--- config.mk ---
export PLATFORM = sky130hd
export DESIGN_NAME = hack_rom_loader
export DESIGN_NICKNAME = d
export VERILOG_FILES = /design/src/rtl/hack_pkg.sv /design/src/rtl/hack_rom_loader_byte_pair_assembler.sv /design/src/rtl/hack_rom_loader.sv
export SDC_FILE = /design/constraint.sdc
export NUM_CORES = 1
export LEC_CHECK = 0
export BUFFER_PORTS_ARGS = -buffer_cell sky130_fd_sc_hd__buf_4
export CAP_MARGIN = 5
export CELL_PAD_IN_SITES_DETAIL_PLACEMENT = 0
export CELL_PAD_IN_SITES_GLOBAL_PLACEMENT = 2
export CORE_MARGIN = 2
export CORE_UTILIZATION = 41
export CTS_BUF_LIST = sky130_fd_sc_hd__clkbuf_4
export CTS_CLUSTER_DIAMETER = 80
export DETAILED_ROUTE_END_ITERATION = 10
export HOLD_SLACK_MARGIN = 0.15
export PLACE_DENSITY_LB_ADDON = 0.2
export SLEW_MARGIN = 20
export SYNTH_ARGS = -nofsm -noshare
export SYNTH_HDL_FRONTEND = slang
export SYNTH_SLANG_ARGS = --single-unit
--- constraint.sdc ---
create_clock -name clk -period 4.7 [get_ports clk]
set_input_delay 0.235 -clock clk [delete_from_list [all_inputs] [get_ports clk]]
set_output_delay 0.235 -clock clk [all_outputs]
set_load 0.02 [all_outputs]
--- src/rtl/hack_pkg.sv ---
// Shared Hack boot-path definitions: loader state encoding and ROM geometry.
package hack_pkg;

  localparam int HACK_ROM_ADDR_W = 15;
  localparam int HACK_WORD_W     = 16;

  localparam logic [2:0] HDR_HI  = 3'd0;
  localparam logic [2:0] HDR_LO  = 3'd1;
  localparam logic [2:0] DATA_HI = 3'd2;
  localparam logic [2:0] DATA_LO = 3'd3;
  localparam logic [2:0] DONE    = 3'd4;
  localparam logic [2:0] ERR     = 3'd5;

  // States in which an idle host link counts towards the timeout.
  function automatic logic is_timed_state(input logic [2:0] st);
    return (st == HDR_LO) || (st == DATA_HI) || (st == DATA_LO);
  endfunction

endpackage

--- src/rtl/hack_rom_loader_byte_pair_assembler.sv ---
// Joins an MSB-first byte pair into one ROM word; the word is valid on the low byte.
module byte_pair_assembler
  import hack_pkg::*;
(
  input  logic                   clk,
  input  logic                   reset,
  input  logic                   i_clear,
  input  logic                   i_hi_en,
  input  logic                   i_lo_en,
  input  logic [7:0]             i_data,
  output logic [HACK_WORD_W-1:0] o_word,
  output logic                   o_word_valid
);

  logic [7:0] r_hi;

  // High-byte holding register.
  always_ff @(posedge clk or posedge reset) begin
    if (reset) begin
      r_hi <= 8'h00;
    end else if (i_clear) begin
      r_hi <= 8'h00;
    end else if (i_hi_en) begin
      r_hi <= i_data;
    end else begin
      r_hi <= r_hi;
    end
  end

  assign o_word       = {r_hi, i_data};
  assign o_word_valid = i_lo_en;

endmodule

--- src/rtl/hack_rom_loader.sv ---
// Boot loader: streams a length-prefixed image into the Hack instruction ROM,
// holding the CPU in reset until the whole image is written.
module hack_rom_loader
  import hack_pkg::*;
#(
  parameter int ADDR_W         = HACK_ROM_ADDR_W,
  parameter int MAX_WORDS      = 32768,
  parameter int TIMEOUT_CYCLES = 1000000
) (
  input  logic              clk,
  input  logic              reset,
  input  logic [7:0]        rx_data,
  input  logic              rx_valid,
  input  logic              reload,
  output logic [ADDR_W-1:0] rom_addr,
  output logic [15:0]       rom_wdata,
  output logic              rom_we,
  output logic              cpu_reset,
  output logic              done,
  output logic              error,
  output logic [15:0]       words_loaded
);

  localparam int TMO_W = (TIMEOUT_CYCLES > 2) ? $clog2(TIMEOUT_CYCLES) : 1;
  // ERR is taken on the edge where the idle count would reach TIMEOUT_CYCLES-1.
  localparam logic [TMO_W-1:0] TMO_LAST = TMO_W'(TIMEOUT_CYCLES - 2);

  logic [2:0]              r_state;
  logic [2:0]              w_state_nxt;
  logic [15:0]             r_n;
  logic [15:0]             w_n_full;
  logic [15:0]             w_wl_inc;
  logic [TMO_W-1:0]        r_tmo;
  logic                    w_tmo_hit;
  logic                    w_hi_en;
  logic                    w_lo_en;
  logic                    w_last;
  logic [HACK_WORD_W-1:0]  w_word;
  logic                    w_write;
  logic [ADDR_W-1:0]       r_rom_addr;
  logic [15:0]             r_rom_wdata;
  logic                    r_rom_we;
  logic                    r_cpu_reset;
  logic                    r_done;
  logic                    r_error;
  logic [15:0]             r_words_loaded;

  byte_pair_assembler u_bpa (
    .clk          (clk),
    .reset        (reset),
    .i_clear      (reload),
    .i_hi_en      (w_hi_en),
    .i_lo_en      (w_lo_en),
    .i_data       (rx_data),
    .o_word       (w_word),
    .o_word_valid (w_write)
  );

  // Next-state decode; reload overrides everything including a same-cycle byte.
  always_comb begin
    w_state_nxt = r_state;
    w_hi_en     = 1'b0;
    w_lo_en     = 1'b0;
    w_last      = 1'b0;
    w_tmo_hit   = 1'b0;
    w_n_full    = {r_n[15:8], rx_data};
    w_wl_inc    = r_words_loaded + 16'd1;
    if (!rx_valid && is_timed_state(r_state) && (r_tmo == TMO_LAST)) begin
      w_tmo_hit = 1'b1;
    end else begin
      w_tmo_hit = 1'b0;
    end
    if (reload) begin
      w_state_nxt = HDR_HI;
    end else begin
      case (r_state)
        HDR_HI: begin
          if (rx_valid) w_state_nxt = HDR_LO;
          else          w_state_nxt = HDR_HI;
        end
        HDR_LO: begin
          if (rx_valid) begin
            if (w_n_full == 16'd0)                          w_state_nxt = DONE;
            else if ({16'd0, w_n_full} > 32'(MAX_WORDS))    w_state_nxt = ERR;
            else                                            w_state_nxt = DATA_HI;
          end else if (w_tmo_hit) begin
            w_state_nxt = ERR;
          end else begin
            w_state_nxt = HDR_LO;
          end
        end
        DATA_HI: begin
          if (rx_valid) begin
            w_hi_en     = 1'b1;
            w_state_nxt = DATA_LO;
          end else if (w_tmo_hit) begin
            w_state_nxt = ERR;
          end else begin
            w_state_nxt = DATA_HI;
          end
        end
        DATA_LO: begin
          if (rx_valid) begin
            w_lo_en = 1'b1;
            if (w_wl_inc == r_n) begin
              w_last      = 1'b1;
              w_state_nxt = DONE;
            end else begin
              w_state_nxt = DATA_HI;
            end
          end else if (w_tmo_hit) begin
            w_state_nxt = ERR;
          end else begin
            w_state_nxt = DATA_LO;
          end
        end
        DONE:    w_state_nxt = DONE;
        ERR:     w_state_nxt = ERR;
        default: w_state_nxt = HDR_HI;
      endcase
    end
  end

  // State, header length, idle counter and word counter.
  always_ff @(posedge clk or posedge reset) begin
    if (reset) begin
      r_state        <= HDR_HI;
      r_n            <= 16'd0;
      r_tmo          <= '0;
      r_words_loaded <= 16'd0;
    end else begin
      r_state <= w_state_nxt;
      if (reload) begin
        r_n <= 16'd0;
      end else if (rx_valid && (r_state == HDR_HI)) begin
        r_n[15:8] <= rx_data;
      end else if (rx_valid && (r_state == HDR_LO)) begin
        r_n <= w_n_full;
      end else begin
        r_n <= r_n;
      end
      if (reload || rx_valid || (w_state_nxt != r_state)) begin
        r_tmo <= '0;
      end else if (is_timed_state(r_state)) begin
        r_tmo <= r_tmo + {{(TMO_W-1){1'b0}}, 1'b1};
      end else begin
        r_tmo <= r_tmo;
      end
      if (reload) begin
        r_words_loaded <= 16'd0;
      end else if (w_write) begin
        r_words_loaded <= w_wl_inc;
      end else begin
        r_words_loaded <= r_words_loaded;
      end
    end
  end

  // Registered ROM port and status; cpu_reset stays high through the last write.
  always_ff @(posedge clk or posedge reset) begin
    if (reset) begin
      r_rom_addr  <= '0;
      r_rom_wdata <= 16'd0;
      r_rom_we    <= 1'b0;
      r_cpu_reset <= 1'b1;
      r_done      <= 1'b0;
      r_error     <= 1'b0;
    end else begin
      r_rom_we <= w_write;
      if (w_write) begin
        r_rom_addr  <= r_words_loaded[ADDR_W-1:0];
        r_rom_wdata <= w_word;
      end else begin
        r_rom_addr  <= r_rom_addr;
        r_rom_wdata <= r_rom_wdata;
      end
      r_cpu_reset <= (w_state_nxt != DONE) || w_last;
      r_done      <= (w_state_nxt == DONE);
      r_error     <= (w_state_nxt == ERR);
    end
  end

  assign rom_addr     = r_rom_addr;
  assign rom_wdata    = r_rom_wdata;
  assign rom_we       = r_rom_we;
  assign cpu_reset    = r_cpu_reset;
  assign done         = r_done;
  assign error        = r_error;
  assign words_loaded = r_words_loaded;

endmodule

== After elaboration in Yosys (flattened, before gate mapping) ==
Index checks and enable logic that the tools add are counted.
Word-level totals
  register bits: 98
  bits of input ports: 12
  output and inout bits: 51
  word-level logic and storage cells: 77
Cells by class
  add/subtract/negate cells: 2
  $lt $le $gt $ge: 1
  equality and inequality tests: 12
  multiplexer cells: 32
  reductions and logical operators: 18
Operators with widths (number)
  $mux 16: 3
  $mux 20: 2
  $mux 8: 5
  $mux 3: 10
  $add 20x1->20 const B: 1
  $eq 20x20->1 const B: 1
  $pmux 3 s6: 1
  $add 16x1->16 const B: 1
  $eq 16x16->1: 1
  $gt 16x16->1 const B: 1
  $logic_not 16->1: 1
  $eq 3x3->1 const B: 4
  $mux 1: 11
  $reduce_bool 2->1: 5
  $eq 3x2->1 const B: 2
  $logic_or 1x1->1: 5
  $logic_and 1x1->1: 4
  $eq 3x1->1 const B: 1
  $logic_not 3->1: 1
  $ne 3x3->1: 1
  $ne 3x3->1 const B: 1
  $ne 2x2->1 const B: 1
  $reduce_and 2->1: 1
  $logic_not 1->1: 1

== Depth between registers and ports, before layout ==
Gate-level depths: netlist of run 1.
  depth after elaboration: 13
  depth in mapped cells: 8
  gate-level depth less buffers: 8

== Hierarchy ==
Synthesis of run 1 repeated with hierarchy kept, for this count alone.
Second synthesis, totals
  cells, all modules: 515
  area total of the unflattened synthesis: 5186.2 µm²
By module, submodules not included
  hack_rom_loader: instances 1, cells an instance 479, area each 4789.6 µm²
  byte_pair_assembler: instances 1, cells an instance 36, area each 396.6 µm²

== Worst setup path after synthesis of run 1 ==
Ideal clock, no wire load.
  kind: register to register
  start: reg r_words_loaded[0] (netlist: words_loaded[0])
  end: reg r_state[1]
  library setup time: 0.120 ns
  data arrival time: 2.347 ns
  required time: 4.580 ns
  path slack: 2.233 ns
  cell stages (with the launch flop): 8
  path buffers: 0
  path through: dfrtp_1 ha_1 nand4_2 or3_1 xnor2_1 a2111oi_2 o2111ai_2 a31o_1
On the way
  longest elaborated chain between the ends: 6
Ends and longest elaborated chain
  start, declared: RTL line hack_rom_loader.sv:46  | logic [15:0] r_words_loaded;
  start signal, assigned: RTL line hack_rom_loader.sv:152  | r_words_loaded <= w_wl_inc;
  start signal, assigned: RTL line hack_rom_loader.sv:154  | r_words_loaded <= r_words_loaded;
  $add 16x1->16: RTL line hack_rom_loader.sv:67  | w_wl_inc = r_words_loaded + 16'd1;
  $eq 16x16->1: RTL line hack_rom_loader.sv:105  | if (w_wl_inc == r_n) begin
  $mux 3: RTL line hack_rom_loader.sv:105
  $mux 3: RTL line hack_rom_loader.sv:103  | if (rx_valid) begin
  $pmux 3 s6: RTL line hack_rom_loader.sv:76  | case (r_state)
  $mux 3: RTL line hack_rom_loader.sv:73  | if (reload) begin
  named net w_state_nxt[1]: RTL line hack_rom_loader.sv:29  | logic [2:0] w_state_nxt;
  end signal, assigned: RTL line hack_rom_loader.sv:132  | r_state <= w_state_nxt;
  end, declared: RTL line hack_rom_loader.sv:28  | logic [2:0] r_state;
The timed path passes the listed nets, and every way through them passes these cells.
A chain may end at the register's enable or synchronous reset.

== Worst setup path in the final report of run 1 ==
Same ends and word-level chain as after synthesis.

==> results of run 1 <==
==> area by class of cell <==
type / instances / area, µm²
Fill cell: 1128 / 5881
Multi-Input combinational cell: 342 / 2272
Sequential cell: 98 / 2454
Clock inverter: 7 / 52.55
Clock buffer: 9 / 67.56
Inverter: 8 / 32.53
Tap cell: 143 / 178.9
Timing Repair Buffer: 74 / 578.1
==> per-layer routing <==
metal / share of wire (%) / routed length, µm
met5: 0 / 0
met4: 2.2 / 259
met1: 48 / 5675
met2: 44 / 5122
met3: 5.9 / 699
==> synthesized netlist by cell type, types with 2 or more instances <==
library cell               number
sky130_fd_sc_hd__nand4_2        2
sky130_fd_sc_hd__nand4_1       13
sky130_fd_sc_hd__o21bai_1       2
sky130_fd_sc_hd__and2_1         4
sky130_fd_sc_hd__clkbuf_1      12
sky130_fd_sc_hd__nand2b_1       4
sky130_fd_sc_hd__a211oi_1       2
sky130_fd_sc_hd__nor3b_1        3
sky130_fd_sc_hd__or3_1         12
sky130_fd_sc_hd__nor4_1         6
sky130_fd_sc_hd__dfrtp_1       97
sky130_fd_sc_hd__inv_1          8
sky130_fd_sc_hd__nand2_1       51
sky130_fd_sc_hd__nand3b_1       2
sky130_fd_sc_hd__buf_4          3
sky130_fd_sc_hd__a21oi_1       26
sky130_fd_sc_hd__o21ai_0       11
sky130_fd_sc_hd__and4_1         3
sky130_fd_sc_hd__mux2i_1        9
sky130_fd_sc_hd__o211ai_1       2
sky130_fd_sc_hd__mux2_2        31
sky130_fd_sc_hd__nor4b_1        2
sky130_fd_sc_hd__nand3_1       16
sky130_fd_sc_hd__nor3_1        11
sky130_fd_sc_hd__ha_1           3
sky130_fd_sc_hd__xor2_1        23
sky130_fd_sc_hd__xnor2_1       25
sky130_fd_sc_hd__buf_2          8
sky130_fd_sc_hd__nor2b_1        2
sky130_fd_sc_hd__nor2_1        50
sky130_fd_sc_hd__a21o_1         2
==> cells by family (layout without fill, tap and decap cells) <==
kind of cell	Yosys count	in the layout	synth area share (%)
multiplexers	40	40	9.035
XOR/XNOR	48	48	8.649
AND/OR/NAND/NOR	191	191	19.92
flip-flops	98	98	50.48
adder cells (fa/ha/maj)	3	3	0.7723
buffers and inverters	31	98	2.831
AO/OA/AOI/OAI	60	60	8.314
==> worst max path at each step <==
stage               startpoint    endpoint  slack [ns]  cells past startpoint
6_report       words_loaded[0]  r_state[1]        1.99                      7
5_1_grt        words_loaded[0]  r_state[1]        1.79                      7
4_1_cts        words_loaded[0]  r_state[1]        1.98                      7
3_5_place_dp   words_loaded[0]  r_state[1]        2.01                      7
3_3_place_gp   words_loaded[0]  r_state[1]        2.12                      7
2_1_floorplan            reset        done        1.90                      1
==> through the flow <==
step	setup slack, ns	util, %	hold WS (ns)	total power, W
6_report	1.991	48.94	0.1990	0.001497
5_1_grt	1.791	48.94	0.1958	0.001580
2_1_floorplan	1.905	-	0.3657	0.001025
3_5_place_dp	2.006	47.11	0.2839	0.001090
4_1_cts	1.980	48.94	0.1668	0.001519
3_3_place_gp	2.117	47.11	0.2752	0.001088
==> power breakdown <==
| group | switching [W] | internal [W] |
|---|---|---|
| sequential | 0.0000276 | 0.000869 |
| combinational | 0.000107 | 0.0000740 |
| clock | 0.000308 | 0.000111 |
==> sequential cells by signal, summed over array words and instances, names as in the netlist <==
name	flops
error	1
rom_wdata	16
words_loaded	16
rom_we	1
u_bpa.r_hi	8
r_n	16
done	1
r_tmo	20
r_state	3
cpu_reset	1
rom_addr	15
==> what timing repair did <==
action,CTS,global route
hold buffers,9,0
buffers inserted,0,0
hold endpoints to repair,66,0
==> summary.txt, run 1 <==
Run status
  • Result of the run: complete, but fails checks
  • Failing checks: design-rule violations

Routing
  • DRC violations left: 2
  • Count of antenna-violating nets left after detailed routing: 0
  • Routed wire per std cell: 17.26 µm
  • Detailed-route wire length: 11.76 mm
  • Per-cell via count in the routed design: 5.379
  • Detailed router's first-iteration violation count: 231
  • Detailed-routing iteration count for the pre-antenna-repair pass: 8
  • Overall via count from detail_route: 3663

Worst setup path
  • CP max FO: 8
  • Critical path arrival: 3.10 ns
  • Worst path top cell family by delay: compound AO/OA/AOI/OAI gates
  • Launch instance of the worst register-to-register path: words_loaded[0]
  • Worst r2r dst: r_state[1]
  • Critical path's slowest cell: sky130_fd_sc_hd__dfrtp_1
  • Setup slack on the worst flop-to-flop path: 1.99 ns
  • Kind of start point of the critical path: register
  • Critical path type: register to register
  • Cell depth of the worst flop-to-flop path: 7
  • Worst Path Buf+Inv: 0
  • Series of cell instances along the critical path: ha_1 -> nand4_2 -> or3_1 -> xnor2_1 -> a2111oi_2 -> o2111ai_2 -> a31o_1
  • Required time of the critical path: 5.10 ns
  • Longest individual stage delay on the worst path: 0.53 ns
  • CP Capture Type: register

Floorplanning
  • Floorplan core area: 11520 µm²
  • Die ar.: 12740 µm²
  • Vertical extent of the die: 112.9 µm
  • Count of pins on the block boundary: 63
  • Initial core utilization: 42.21%
  • Total number of placement rows: 39
  • Horizontal die dimension: 112.9 µm

Layout
  • Leading cell type in the layout, fill and taps excluded: sky130_fd_sc_hd__dfrtp_1
  • Fraction of layout instances using a drive strength above 1: 23.61%
  • Signed area change from the synthesized netlist to the final layout: 15.93%
  • Design area: 5635 µm²
  • Most frequent cells in the layout: sky130_fd_sc_hd__dfrtp_1 (97), sky130_fd_sc_hd__buf_4 (65), sky130_fd_sc_hd__nand2_1 (51)
  • Number of nets at the end of the flow: 548
  • Number of diodes: 0
  • Number of non-filler instances in the completed layout: 681

STA
  • RSZ-0062 raised after global routing: false
  • Final hold violation count: 0
  • Pins Over Slew Limit: 0
  • Setup total negative slack: 0 ns
  • Final worst path period need: 2.709 ns
  • Worst slew slack as a fraction of its limit: 35.49%
  • Post-route clock skew: 0.01431 ns
  • Setup violations, final: 0
  • Final worst-path cycle share: 57.64%
  • Highest clock frequency the design can meet: 369.1 MHz
  • Worst-Margin Slew: 0.9603 ns

Global route
  • Maximum number of pins on one net before global-route repair: 65
  • Number of global-route vias before repair: 3566
  • Initial antenna violation count: 0
  • Most heavily used metal layer in global routing: met2
  • Met3 Use GR: 4.231%
  • Met1 track demand over resource: 28.72%
  • Gr ovfl total: 0
  • Wire length of the first global-routing pass: 19.73 mm
  • Met2 global-route usage: 29.40%
  • Total routing usage reported by global routing: 19.94%

Logic synthesis
  • Flip-flop and latch count after synthesis: 98
  • Average instance area after synthesis: 10.32 µm²
  • Unique cell type count in the Yosys netlist: 57
  • Post-synth top area share: 49.94%
  • Prevailing post-synth register cell: sky130_fd_sc_hd__dfrtp_1
  • Count of flip-flops with a built-in enable after synthesis: 0
  • Largest cells by area after synthesis: sky130_fd_sc_hd__dfrtp_1 (50%), sky130_fd_sc_hd__mux2_2 (7.2%), sky130_fd_sc_hd__xnor2_1 (4.5%)
  • Sequential area share after synthesis: 50.48%
  • Net count of the mapped netlist: 486
  • Cell count after synthesis: 471
  • Cell accounting for the most synthesized area: sky130_fd_sc_hd__dfrtp_1
  • Proportion of register bits with asynchronous set or reset after synthesis: 100.0%
  • Mapped cell area: 4861 µm²
  • Count of warnings emitted by yosys: 0

Placed design
  • Number of cells in the design after placement: 656
  • Port-buffer cells: 62
  • Weighted congestion at the end of routability-driven global placement: 0.8739
  • Final HPWL from detailed placement: 8.013 mm
  • Placed instance area: 5425 µm²

Clocking
  • Max clock buf depth: 2
  • Clock Latency Late Sink: 0.48 ns
  • Library cell used as clock root buffer: sky130_fd_sc_hd__clkbuf_4
  • Num Clock Sinks: 98
  • TritonCTS clock tree: yes
  • Inserted Clock Buffers: 9
  • Clock-pin transition on the worst setup and hold timing paths: 0.16 ns
  • Maximum level of the CTS H-tree: 3
  • Number of instances resized during post-cts repair: 0

Hold path
  • HP Class: input port to register
  • Worst hold path endpoint: r_n[0]
  • Worst hold stages: 2
  • Hold Crit Start: reload

Power and ir drop
  • Power Density: 265.7 nW/µm²
  • Max IR drop VDD: 0.1356 mV
  • Leakage dissipation: 2.501 nW

Flow run
  • Reported max-cap violation count: 0
No activity file was read; power rests on OpenSTA's default activity.
==> run 2, diff against run 1 <==
- ABC_AREA: not set -> 1
- CORE_UTILIZATION: 41 -> 32
- clock period: 4.7 -> 2.3 ns (I/O delays scaled with it)
==> run 2 against run 1 <==
Against the previous run: the run ends with negative setup slack left; sequential share of layout area fell by 4.9 points; critical path type unchanged; worst hold slack improved by 0.11 ns; critical endpoint is now r_tmo[0]; cell count rose by 37%; largest power group unchanged; setup slack got worse by 2.0 ns; sequential power rose by 110%.
==> summary.txt, run 2 <==
STA
  • Final WS setup: -0.04530 ns (-2.036 ns)
  • Final worst-path cycle share: 102.0% (+44 points)
  • Worst slew slack as a fraction of its limit: 63.21% (+28 points)
  • Pins Over Slew Limit: 0 (unchanged)
  • Final hold violation count: 0 (unchanged)
  • Worst-Margin Slew: 0.5518 ns (-0.4084 ns)
  • Final worst path period need: 2.345 ns (-0.3640 ns)
  • RSZ-0062 raised after global routing: true
  • Setup violations, final: 21 (+21)
  • Highest clock frequency the design can meet: 426.4 MHz (+16%)
  • Post-route clock skew: 0.02235 ns (+0.008045 ns)

Layout
  • Most frequent cells in the layout: sky130_fd_sc_hd__nand2_1 (160), sky130_fd_sc_hd__dfrtp_1 (96), sky130_fd_sc_hd__buf_4 (84)
  • Leading cell type in the layout, fill and taps excluded: sky130_fd_sc_hd__nand2_1
  • Most flops, register: r_tmo
  • Signed area change from the synthesized netlist to the final layout: 25.87%
  • Number of nets at the end of the flow: 730 (+33%)
  • Number of non-filler instances in the completed layout: 931 (+37%)
  • Fraction of layout instances using a drive strength above 1: 25.45% (+1.8 points)
  • Fillcell total: 1642 (+46%)
  • Number of flip-flops under the largest register name: 20 (unchanged)
  • Area taken by multi-input logic gates: 2300 µm² (+1.2%)
  • Total area of sequential cells: 2455 µm² (about the same)

Worst setup path
  • Required time of the critical path: 2.67 ns (-2.43 ns)
  • Worst path top cell family by delay: simple AND/OR/NAND/NOR gates
  • Critical path's slowest cell: sky130_fd_sc_hd__dfrtp_1
  • Cell depth of the worst flop-to-flop path: 16 (+9)
  • Longest individual stage delay on the worst path: 0.44 ns (-0.09 ns)
  • Launch instance of the worst register-to-register path: words_loaded[0]
  • Worst Path Buf+Inv: 2 (+2)
  • Kind of start point of the critical path: register
  • Critical path type: register to register
  • CP Capture Type: register
  • Series of cell instances along the critical path: ha_4 -> nand2_4 -> nor2_4 -> buf_4 -> nand4_1 -> nand3_1 -> nand2_1 -> nor2_1 -> nand2_1 -> nor2_2 -> nand3_2 -> nand2_2 -> nand3_2 -> nand2_4 -> clkbuf_16 -> nor2_2
  • Worst r2r dst: r_tmo[0]
  • CP max FO: 8 (unchanged)
  • Critical path arrival: 2.72 ns (-0.38 ns)
  • Setup slack on the worst flop-to-flop path: -0.05 ns (-2.04 ns)

Power and ir drop
  • Internal Power: 0.002602 W (+150%)
  • Power Density: 569.8 nW/µm² (+110%)
  • Relative contribution of combinational cells to total power: 16.5% (+4.4 points)
  • Power share of the clock group: 31.6% (+3.6 points)
  • Total power of the final layout: 0.003622 W (+140%)
  • Leakage dissipation: 3.020 nW (+21%)
  • Max IR drop VDD: 0.3094 mV (+130%)
  • Share of power burned in registers: 51.9% (-8.0 points)
  • Switching Fraction: 28.16% (-1.4 points)
  • Sw Pwr: 0.001020 W (+130%)

Routing
  • Routed wire per std cell: 14.55 µm (-16%)
  • Overall via count from detail_route: 4250 (+16%)
  • Count of antenna-violating nets left after detailed routing: 0 (unchanged)
  • Detailed-routing iteration count for the pre-antenna-repair pass: 4 (-4)
  • Detailed-route wire length: 13.54 mm (+15%)
  • Per-cell via count in the routed design: 4.565 (-15%)
  • Detailed router's first-iteration violation count: 288 (+25%)
  • DRC violations left: 0 (-2)

Logic synthesis
  • Largest cells by area after synthesis: sky130_fd_sc_hd__dfrtp_1 (48%), sky130_fd_sc_hd__nand2_1 (12%), sky130_fd_sc_hd__inv_1 (5.1%)
  • Proportion of register bits with asynchronous set or reset after synthesis: 100.0% (unchanged)
  • Cell count after synthesis: 616 (+31%)
  • Count of warnings emitted by yosys: 0 (unchanged)
  • Post-synth top area share: 48.07% (-1.9 points)
  • Mapped cell area: 5050 µm² (+3.9%)
  • Sequential area share after synthesis: 48.59% (-1.9 points)
  • Count of flip-flops with a built-in enable after synthesis: 0 (unchanged)
  • Cell accounting for the most synthesized area: sky130_fd_sc_hd__dfrtp_1
  • Average instance area after synthesis: 8.198 µm² (-21%)
  • Flip-flop and latch count after synthesis: 98 (unchanged)
  • Unique cell type count in the Yosys netlist: 35 (-39%)
  • Prevailing post-synth register cell: sky130_fd_sc_hd__dfrtp_1
  • Most numerous cell in the Yosys netlist: sky130_fd_sc_hd__nand2_1
  • Most used standard cells in the synthesized netlist: sky130_fd_sc_hd__nand2_1 (164), sky130_fd_sc_hd__dfrtp_1 (97), sky130_fd_sc_hd__inv_1 (69)
  • Net count of the mapped netlist: 631 (+30%)

Clocking
  • Num Clock Sinks: 98 (unchanged)
  • TritonCTS clock tree: yes
  • Library cell used as clock root buffer: sky130_fd_sc_hd__clkbuf_4
  • Clock Latency Late Sink: 0.49 ns (about the same)
  • Inserted Clock Buffers: 9 (unchanged)
  • Max clock buf depth: 2 (unchanged)
  • Clock-pin transition on the worst setup and hold timing paths: 0.15 ns (about the same)
  • Maximum level of the CTS H-tree: 3 (unchanged)

Global route
  • Initial antenna violation count: 1 (+1)
  • Gr ovfl total: 0 (unchanged)
  • Wire length of the first global-routing pass: 22.14 mm (+12%)
  • Number of global-route vias before repair: 4219 (+18%)
  • Maximum number of pins on one net before global-route repair: 99 (+52%)
  • Total routing usage reported by global routing: 16.96% (-3.0 points)

Floorplanning
  • Count of pins on the block boundary: 63 (unchanged)
  • Total number of placement rows: 45 (+15%)
  • Floorplan core area: 15310 µm² (+33%)
  • Horizontal die dimension: 129.6 µm (+15%)
  • Vertical extent of the die: 129.6 µm (+15%)
  • Initial core utilization: 32.97% (-9.2 points)
  • Die ar.: 16800 µm² (+32%)

Placed design
  • Port-buffer cells: 62 (unchanged)
  • Weighted congestion at the end of routability-driven global placement: 0.8156 (-6.7%)
  • Final HPWL from detailed placement: 9.656 mm (+21%)
  • Number of cells in the design after placement: 897 (+37%)

Hold path
  • HP Class: input port to async pin

Run status
  • Result of the run: complete, but fails checks
  • Failing checks: negative setup slack

Flow run
  • Reported max-cap violation count: 0 (unchanged)
-- run 2: changes by cell type after synthesis, sizes merged, moves of 22 or more --
| cell | change |
|---|---|
| o21ai | +42 |
| nand2 | +120 |
| mux2 | -22 |
| nand3 | +37 |
| xnor2 | -22 |
| inv | +65 |
| a21oi | -22 |
| nor2 | +25 |
-- run 2: layer usage --
| layer | up-vias | wire length, µm | part of all wire [%] | GRT usage (%) |
|---|---|---|---|---|
| li1 | 2167 | - | - | - |
| met1 | 1982 | 6727 | 50 | 24.23 |
| met2 | 83 | 6052 | 45 | 26.05 |
| met3 | 18 | 471 | 3.5 | 2.312 |
| met4 | 0 | 292 | 2.2 | 6.705 |
| met5 | - | 0 | 0 | 0 |
-- run 2: what timing repair did --
action                                 CTS  global route
pin swaps                                1             2
setup buffers                            1             5
endpoints found under the hold margin  127             0
hold buffers                            11             0
gates resized for setup                  2            19
setup endpoints to repair               21            25
gates cloned                             0             1
-- run 2: stage by stage --
| stage | cell area, µm² | setup TNS, ns | setup slack, ns | util, % | hold WS (ns) |
|---|---|---|---|---|---|
| after floorplan | 5054 | 0 | 0.07014 | - | 0.2874 |
| after global placement | 5924 | -0.006980 | -0.002047 | 38.68 | 0.3209 |
| after detailed placement | 5924 | -0.9016 | -0.05812 | 38.68 | 0.3303 |
| after CTS | 6223 | -0.01781 | -0.005934 | 40.64 | 0.3394 |
| after global routing | 6356 | -4.414 | -0.2087 | 41.50 | 0.3011 |
| final | 6356 | -0.6280 | -0.04530 | 41.50 | 0.3093 |
-- run 2: worst max path at each step --
stage / from / to / slack (ns) / cells past startpoint
floorplan: words_loaded[0] / r_tmo[1] / 0.07 / 16
global placement: words_loaded[0] / r_tmo[1] / -0.002 / 16
detailed placement: words_loaded[0] / r_tmo[6] / -0.06 / 16
CTS: words_loaded[0] / r_tmo[0] / -0.006 / 17
global route: words_loaded[0] / r_tmo[0] / -0.21 / 17
finish: words_loaded[0] / r_tmo[0] / -0.05 / 16
-- run 2: final cells by class --
cell class                      count  area share (%)
Timing Repair Buffer              103           13.84
Inverter                           74           4.429
Antenna cell                        1         0.03937
Clock inverter                      6           1.673
Multi-Input combinational cell    429           36.18
Sequential cell                    98           38.62
Clock buffer                        9           1.063
Tap cell                          211           4.154
-- run 2: power groups by stage --
| stage | sequential (W) | combinational, W | clock (W) |
|---|---|---|---|
| floorplan | 0.00196 | 0.000289 | 0 |
| finish | 0.00188 | 0.000597 | 0.00114 |
| detailed placement | 0.00191 | 0.000569 | 0 |
| global placement | 0.00191 | 0.000564 | 0 |
| CTS | 0.00188 | 0.000588 | 0.00119 |
| global route | 0.00189 | 0.000666 | 0.00127 |
-- run 2: worst reg2reg max path: cells and delay by family (launching register included) --
family	cells	cell delay, ns
fa+ha+maj	1	0.18
simple gates	13	1.30
flops	1	0.44
buf+inv	2	0.32
-- run 2: kinds of logic (layout without fill, tap and decap cells) --
kind of cell	after synthesis	after routing	share of synthesized area (%)
compound gates	64	64	6.516
xor+xnor	23	23	3.989
fa+ha+maj	3	3	0.7434
buf+inv	89	192	7.111
flops	98	98	48.59
mux	9	9	2.007
other cells	0	1	0
simple gates	330	330	31.05
==> run 3, diff against run 2 <==
- BUFFER_PORTS_ARGS: -buffer_cell sky130_fd_sc_hd__buf_4 -> -buffer_cell sky130_fd_sc_hd__buf_2
- CORE_UTILIZATION: 32 -> 33
- SYNTH_HIERARCHICAL: not set -> 1
- TNS_END_PERCENT: not set -> 5
==> run 3 against run 2 <==
Against the previous run: the flow now finishes without violations; sequential share of layout area up 1.2 points; clock power down 15%; flip-flop and latch count unchanged; critical path depth up 2; global-route usage up 0.37 points; fmax up 2.9%; cell area down 3.1%; clock skew down 0.0047 ns; first-iteration DRC count down 11%; via count up 2.8%; combinational power up 20%; sequential power up 4%; largest power group unchanged; highest routed layer unchanged.
==> summary.txt, run 3 <==
Layout
  • Fillcell total: 1631 (-0.67%)
  • Design area: 6162 µm² (-3.1%)
  • Leading cell type in the layout, fill and taps excluded: sky130_fd_sc_hd__nand2_1
  • Most frequent cells in the layout: sky130_fd_sc_hd__nand2_1 (131), sky130_fd_sc_hd__dfrtp_1 (95), sky130_fd_sc_hd__inv_1 (73)
  • Most flops, register: r_tmo
  • Number of nets at the end of the flow: 727 (-0.41%)
  • Fraction of layout instances using a drive strength above 1: 25.38% (-0.068 points)
  • Signed area change from the synthesized netlist to the final layout: 19.66%
  • Number of flip-flops under the largest register name: 20 (unchanged)
  • Final core area utilization: 40.54% (-0.97 points)

Logic synthesis
  • Sequential area share after synthesis: 47.64% (-0.94 points)
  • Net count of the mapped netlist: 637 (+0.95%)
  • Average instance area after synthesis: 8.280 µm² (+1.0%)
  • Most used standard cells in the synthesized netlist: sky130_fd_sc_hd__nand2_1 (133), sky130_fd_sc_hd__dfrtp_1 (97), sky130_fd_sc_hd__inv_1 (74)
  • Flip-flop and latch count after synthesis: 98 (unchanged)
  • Cell accounting for the most synthesized area: sky130_fd_sc_hd__dfrtp_1
  • Post-synth top area share: 47.13% (-0.93 points)
  • Largest cells by area after synthesis: sky130_fd_sc_hd__dfrtp_1 (47%), sky130_fd_sc_hd__nand2_1 (9.7%), sky130_fd_sc_hd__nand3_1 (6.0%)
  • Count of flip-flops with a built-in enable after synthesis: 0 (unchanged)
  • Proportion of register bits with asynchronous set or reset after synthesis: 100.0% (unchanged)
  • Cell count after synthesis: 622 (+0.97%)
  • Most numerous cell in the Yosys netlist: sky130_fd_sc_hd__nand2_1
  • Mapped cell area: 5150 µm² (+2.0%)
  • Unique cell type count in the Yosys netlist: 33 (-5.7%)
  • Count of warnings emitted by yosys: 6 (+6)
  • Prevailing post-synth register cell: sky130_fd_sc_hd__dfrtp_1

Floorplanning
  • Vertical extent of the die: 128.9 µm (-0.54%)
  • Count of pins on the block boundary: 63 (unchanged)
  • Die ar.: 16620 µm² (-1.1%)
  • Initial core utilization: 33.88% (+0.90 points)
  • Total number of placement rows: 45 (unchanged)
  • Floorplan core area: 15200 µm² (-0.74%)
  • Horizontal die dimension: 128.9 µm (-0.54%)

Power and ir drop
  • Leakage dissipation: 2.947 nW (-2.4%)
  • Max IR drop VDD: 0.2764 mV (-11%)
  • Total power of the final layout: 0.003629 W (+0.21%)
  • Power Density: 589.0 nW/µm² (+3.4%)

Worst setup path
  • CP max FO: 10 (+2)
  • Worst Path Buf+Inv: 4 (+2)
  • Series of cell instances along the critical path: buf_4 -> buf_6 -> nand2_8 -> nor2_4 -> nand3_2 -> buf_4 -> nand2_1 -> nand3_1 -> nand2_1 -> nor2_1 -> nand2_1 -> nor2_4 -> nand3_2 -> nand2_2 -> nand3_2 -> nand3_4 -> buf_12 -> nor2_2
  • CP Capture Type: register
  • Critical path type: register to register
  • Cell depth of the worst flop-to-flop path: 18 (+2)
  • Required time of the critical path: 2.67 ns (about the same)
  • Kind of start point of the critical path: register
  • Longest individual stage delay on the worst path: 0.45 ns (about the same)
  • Launch instance of the worst register-to-register path: words_loaded[1]
  • Setup slack on the worst flop-to-flop path: 0.02 ns (+0.07 ns)
  • Worst r2r dst: r_tmo[4]
  • Worst path top cell family by delay: simple AND/OR/NAND/NOR gates
  • Critical path's slowest cell: sky130_fd_sc_hd__dfrtp_1
  • Critical path arrival: 2.65 ns (-0.07 ns)

Placed design
  • Weighted congestion at the end of routability-driven global placement: 0.8362 (+2.5%)
  • Placed instance area: 5773 µm² (-2.6%)
  • Final HPWL from detailed placement: 10.24 mm (+6.1%)
  • Port-buffer cells: 62 (unchanged)

Global route
  • Maximum number of pins on one net before global-route repair: 34 (-66%)
  • Number of global-route vias before repair: 4350 (+3.1%)
  • Wire length of the first global-routing pass: 22.49 mm (+1.6%)
  • Total routing usage reported by global routing: 17.33% (+0.37 points)
  • Gr ovfl total: 0 (unchanged)
  • Initial antenna violation count: 1 (unchanged)

Clocking
  • TritonCTS clock tree: yes
  • Library cell used as clock root buffer: sky130_fd_sc_hd__clkbuf_4
  • Clock-pin transition on the worst setup and hold timing paths: 0.16 ns (about the same)
  • Clock Latency Late Sink: 0.48 ns (about the same)
  • Num Clock Sinks: 98 (unchanged)
  • Inserted Clock Buffers: 9 (unchanged)
  • Max clock buf depth: 2 (unchanged)
  • Maximum level of the CTS H-tree: 3 (unchanged)

Routing
  • Overall via count from detail_route: 4368 (+2.8%)
  • Per-cell via count in the routed design: 4.821 (+5.6%)
  • DRC violations left: 0 (unchanged)
  • Detailed-routing iteration count for the pre-antenna-repair pass: 4 (unchanged)
  • Routed wire per std cell: 15.08 µm (+3.7%)
  • Count of antenna-violating nets left after detailed routing: 0 (unchanged)
  • Detailed router's first-iteration violation count: 256 (-11%)
  • Detailed-route wire length: 13.66 mm (+0.88%)

STA
  • Pins Over Slew Limit: 0 (unchanged)
  • RSZ-0062 raised after global routing: true
  • Setup violations, final: 0 (-100%)
  • Setup total negative slack: 0 ns (+0.6280 ns)
  • Highest clock frequency the design can meet: 438.8 MHz (+2.9%)
  • Worst-Margin Slew: 0.5783 ns (+0.02648 ns)
  • Final hold violation count: 0 (unchanged)
  • Final worst path period need: 2.279 ns (-0.06615 ns)
  • Worst slew slack as a fraction of its limit: 61.40% (-1.8 points)
  • Final worst-path cycle share: 99.09% (-2.9 points)
  • Post-route clock skew: 0.01763 ns (-0.004723 ns)

Hold path
  • Worst hold path endpoint: u_bpa/r_hi[5]
  • HP Class: input port to register
  • Worst hold stages: 4
  • Hold Crit Start: rx_data[5]

Flow run
  • Reported max-cap violation count: 0 (unchanged)

Run status
  • Result of the run: finished, final reports clean
run 3: changes by cell type in the layout (fill, tap and decap cells not counted), moves of 6 or more:
cell,delta
sky130_fd_sc_hd__a21oi_1,+12
sky130_fd_sc_hd__buf_2,+62
sky130_fd_sc_hd__buf_4,-60
sky130_fd_sc_hd__inv_1,+7
sky130_fd_sc_hd__mux2_2,+8
sky130_fd_sc_hd__nand2_1,-29
sky130_fd_sc_hd__nand3_1,+10
sky130_fd_sc_hd__nor2_1,+18
sky130_fd_sc_hd__nor2_2,-6
sky130_fd_sc_hd__o21ai_0,-21
run 3: worst max-delay path by stage:
stage / start / depth (start not counted) / endpoint
floorplan: words_loaded[0] / 17 / r_tmo[1]
global placement: words_loaded[0] / 15 / r_tmo[1]
detailed placement: words_loaded[0] / 15 / r_tmo[4]
CTS: words_loaded[1] / 17 / r_tmo[4]
global route: words_loaded[1] / 15 / r_tmo[4]
finish: words_loaded[1] / 18 / r_tmo[4]
run 3: stage by stage:
stage / hold WS [ns] / setup slack [ns] / instances
after floorplan: -0.06934 / 0.1142 / 622
after global placement: 0.04907 / -0.06709 / 874
after detailed placement: 0.05554 / -0.09801 / 874
after CTS: 0.4174 / -0.007360 / 903
after global routing: 0.4324 / -0.1608 / 906
final: 0.4397 / 0.02085 / 906
run 3: report_power, final:
group	switching (W)	total, W	internal [W]
logic	0.000468	0.000715	0.000246
clock network	0.000621	0.000966	0.000345
registers	0.0000813	0.00195	0.00187
total	0.00117	0.00363	0.00246
run 3: routing by layer:
metal	part of all wire [%]	track usage, %	vias to the layer above
met5	0	0	-
met4	2.3	6.266	0
met3	2.8	2.578	22
met2	47	28.35	81
met1	48	23.43	2066
li1	-	-	2199
run 3: final cells by class:
class / instances / area (µm²) / share of cell area, %
Multi-Input combinational cell: 425 / 2362 / 38.34
Clock buffer: 10 / 75.07 / 1.218
Inverter: 76 / 291.5 / 4.731
Sequential cell: 98 / 2456 / 39.86
Tap cell: 188 / 235.2 / 3.817
Clock inverter: 6 / 66.31 / 1.076
Antenna cell: 1 / 2.502 / 0.04061
Timing Repair Buffer: 102 / 673.1 / 10.92
run 3: worst reg2reg max path, stage by stage (launching register included):
cell,delay (ns)
sky130_fd_sc_hd__dfrtp_1,0.45
sky130_fd_sc_hd__buf_4,0.15
sky130_fd_sc_hd__buf_6,0.13
sky130_fd_sc_hd__nand2_8,0.08
sky130_fd_sc_hd__nor2_4,0.07
sky130_fd_sc_hd__nand3_2,0.09
sky130_fd_sc_hd__buf_4,0.11
sky130_fd_sc_hd__nand2_1,0.06
sky130_fd_sc_hd__nand3_1,0.07
sky130_fd_sc_hd__nand2_1,0.05
sky130_fd_sc_hd__nor2_1,0.13
sky130_fd_sc_hd__nand2_1,0.10
sky130_fd_sc_hd__nor2_4,0.13
sky130_fd_sc_hd__nand3_2,0.09
sky130_fd_sc_hd__nand2_2,0.09
sky130_fd_sc_hd__nand3_2,0.08
sky130_fd_sc_hd__nand3_4,0.11
sky130_fd_sc_hd__buf_12,0.15
sky130_fd_sc_hd__nor2_2,0.05
run 3: timing repair:
item | CTS | global route
cloned | 0 | 1
hold buffers | 12 | 0
gates resized for setup | 7 | 17
setup endpoints to repair | 22 | 24
pin swaps | 3 | 5
setup buffers | 1 | 1
hold endpoints to repair | 132 | 0
run 3: kinds of logic (layout without fill, tap and decap cells):
group | after synthesis | in the layout | synth area share, %
DFF | 98 | 98 | 47.64
and+or+nand+nor | 328 | 329 | 30.30
muxes | 17 | 17 | 3.717
other | 0 | 1 | 0
adders and majority gates | 3 | 3 | 0.7289
buffers and inverters | 100 | 194 | 8.479
AOI/OAI and AO/OA | 57 | 57 | 5.904
xor gates and xnor gates | 19 | 19 | 3.231
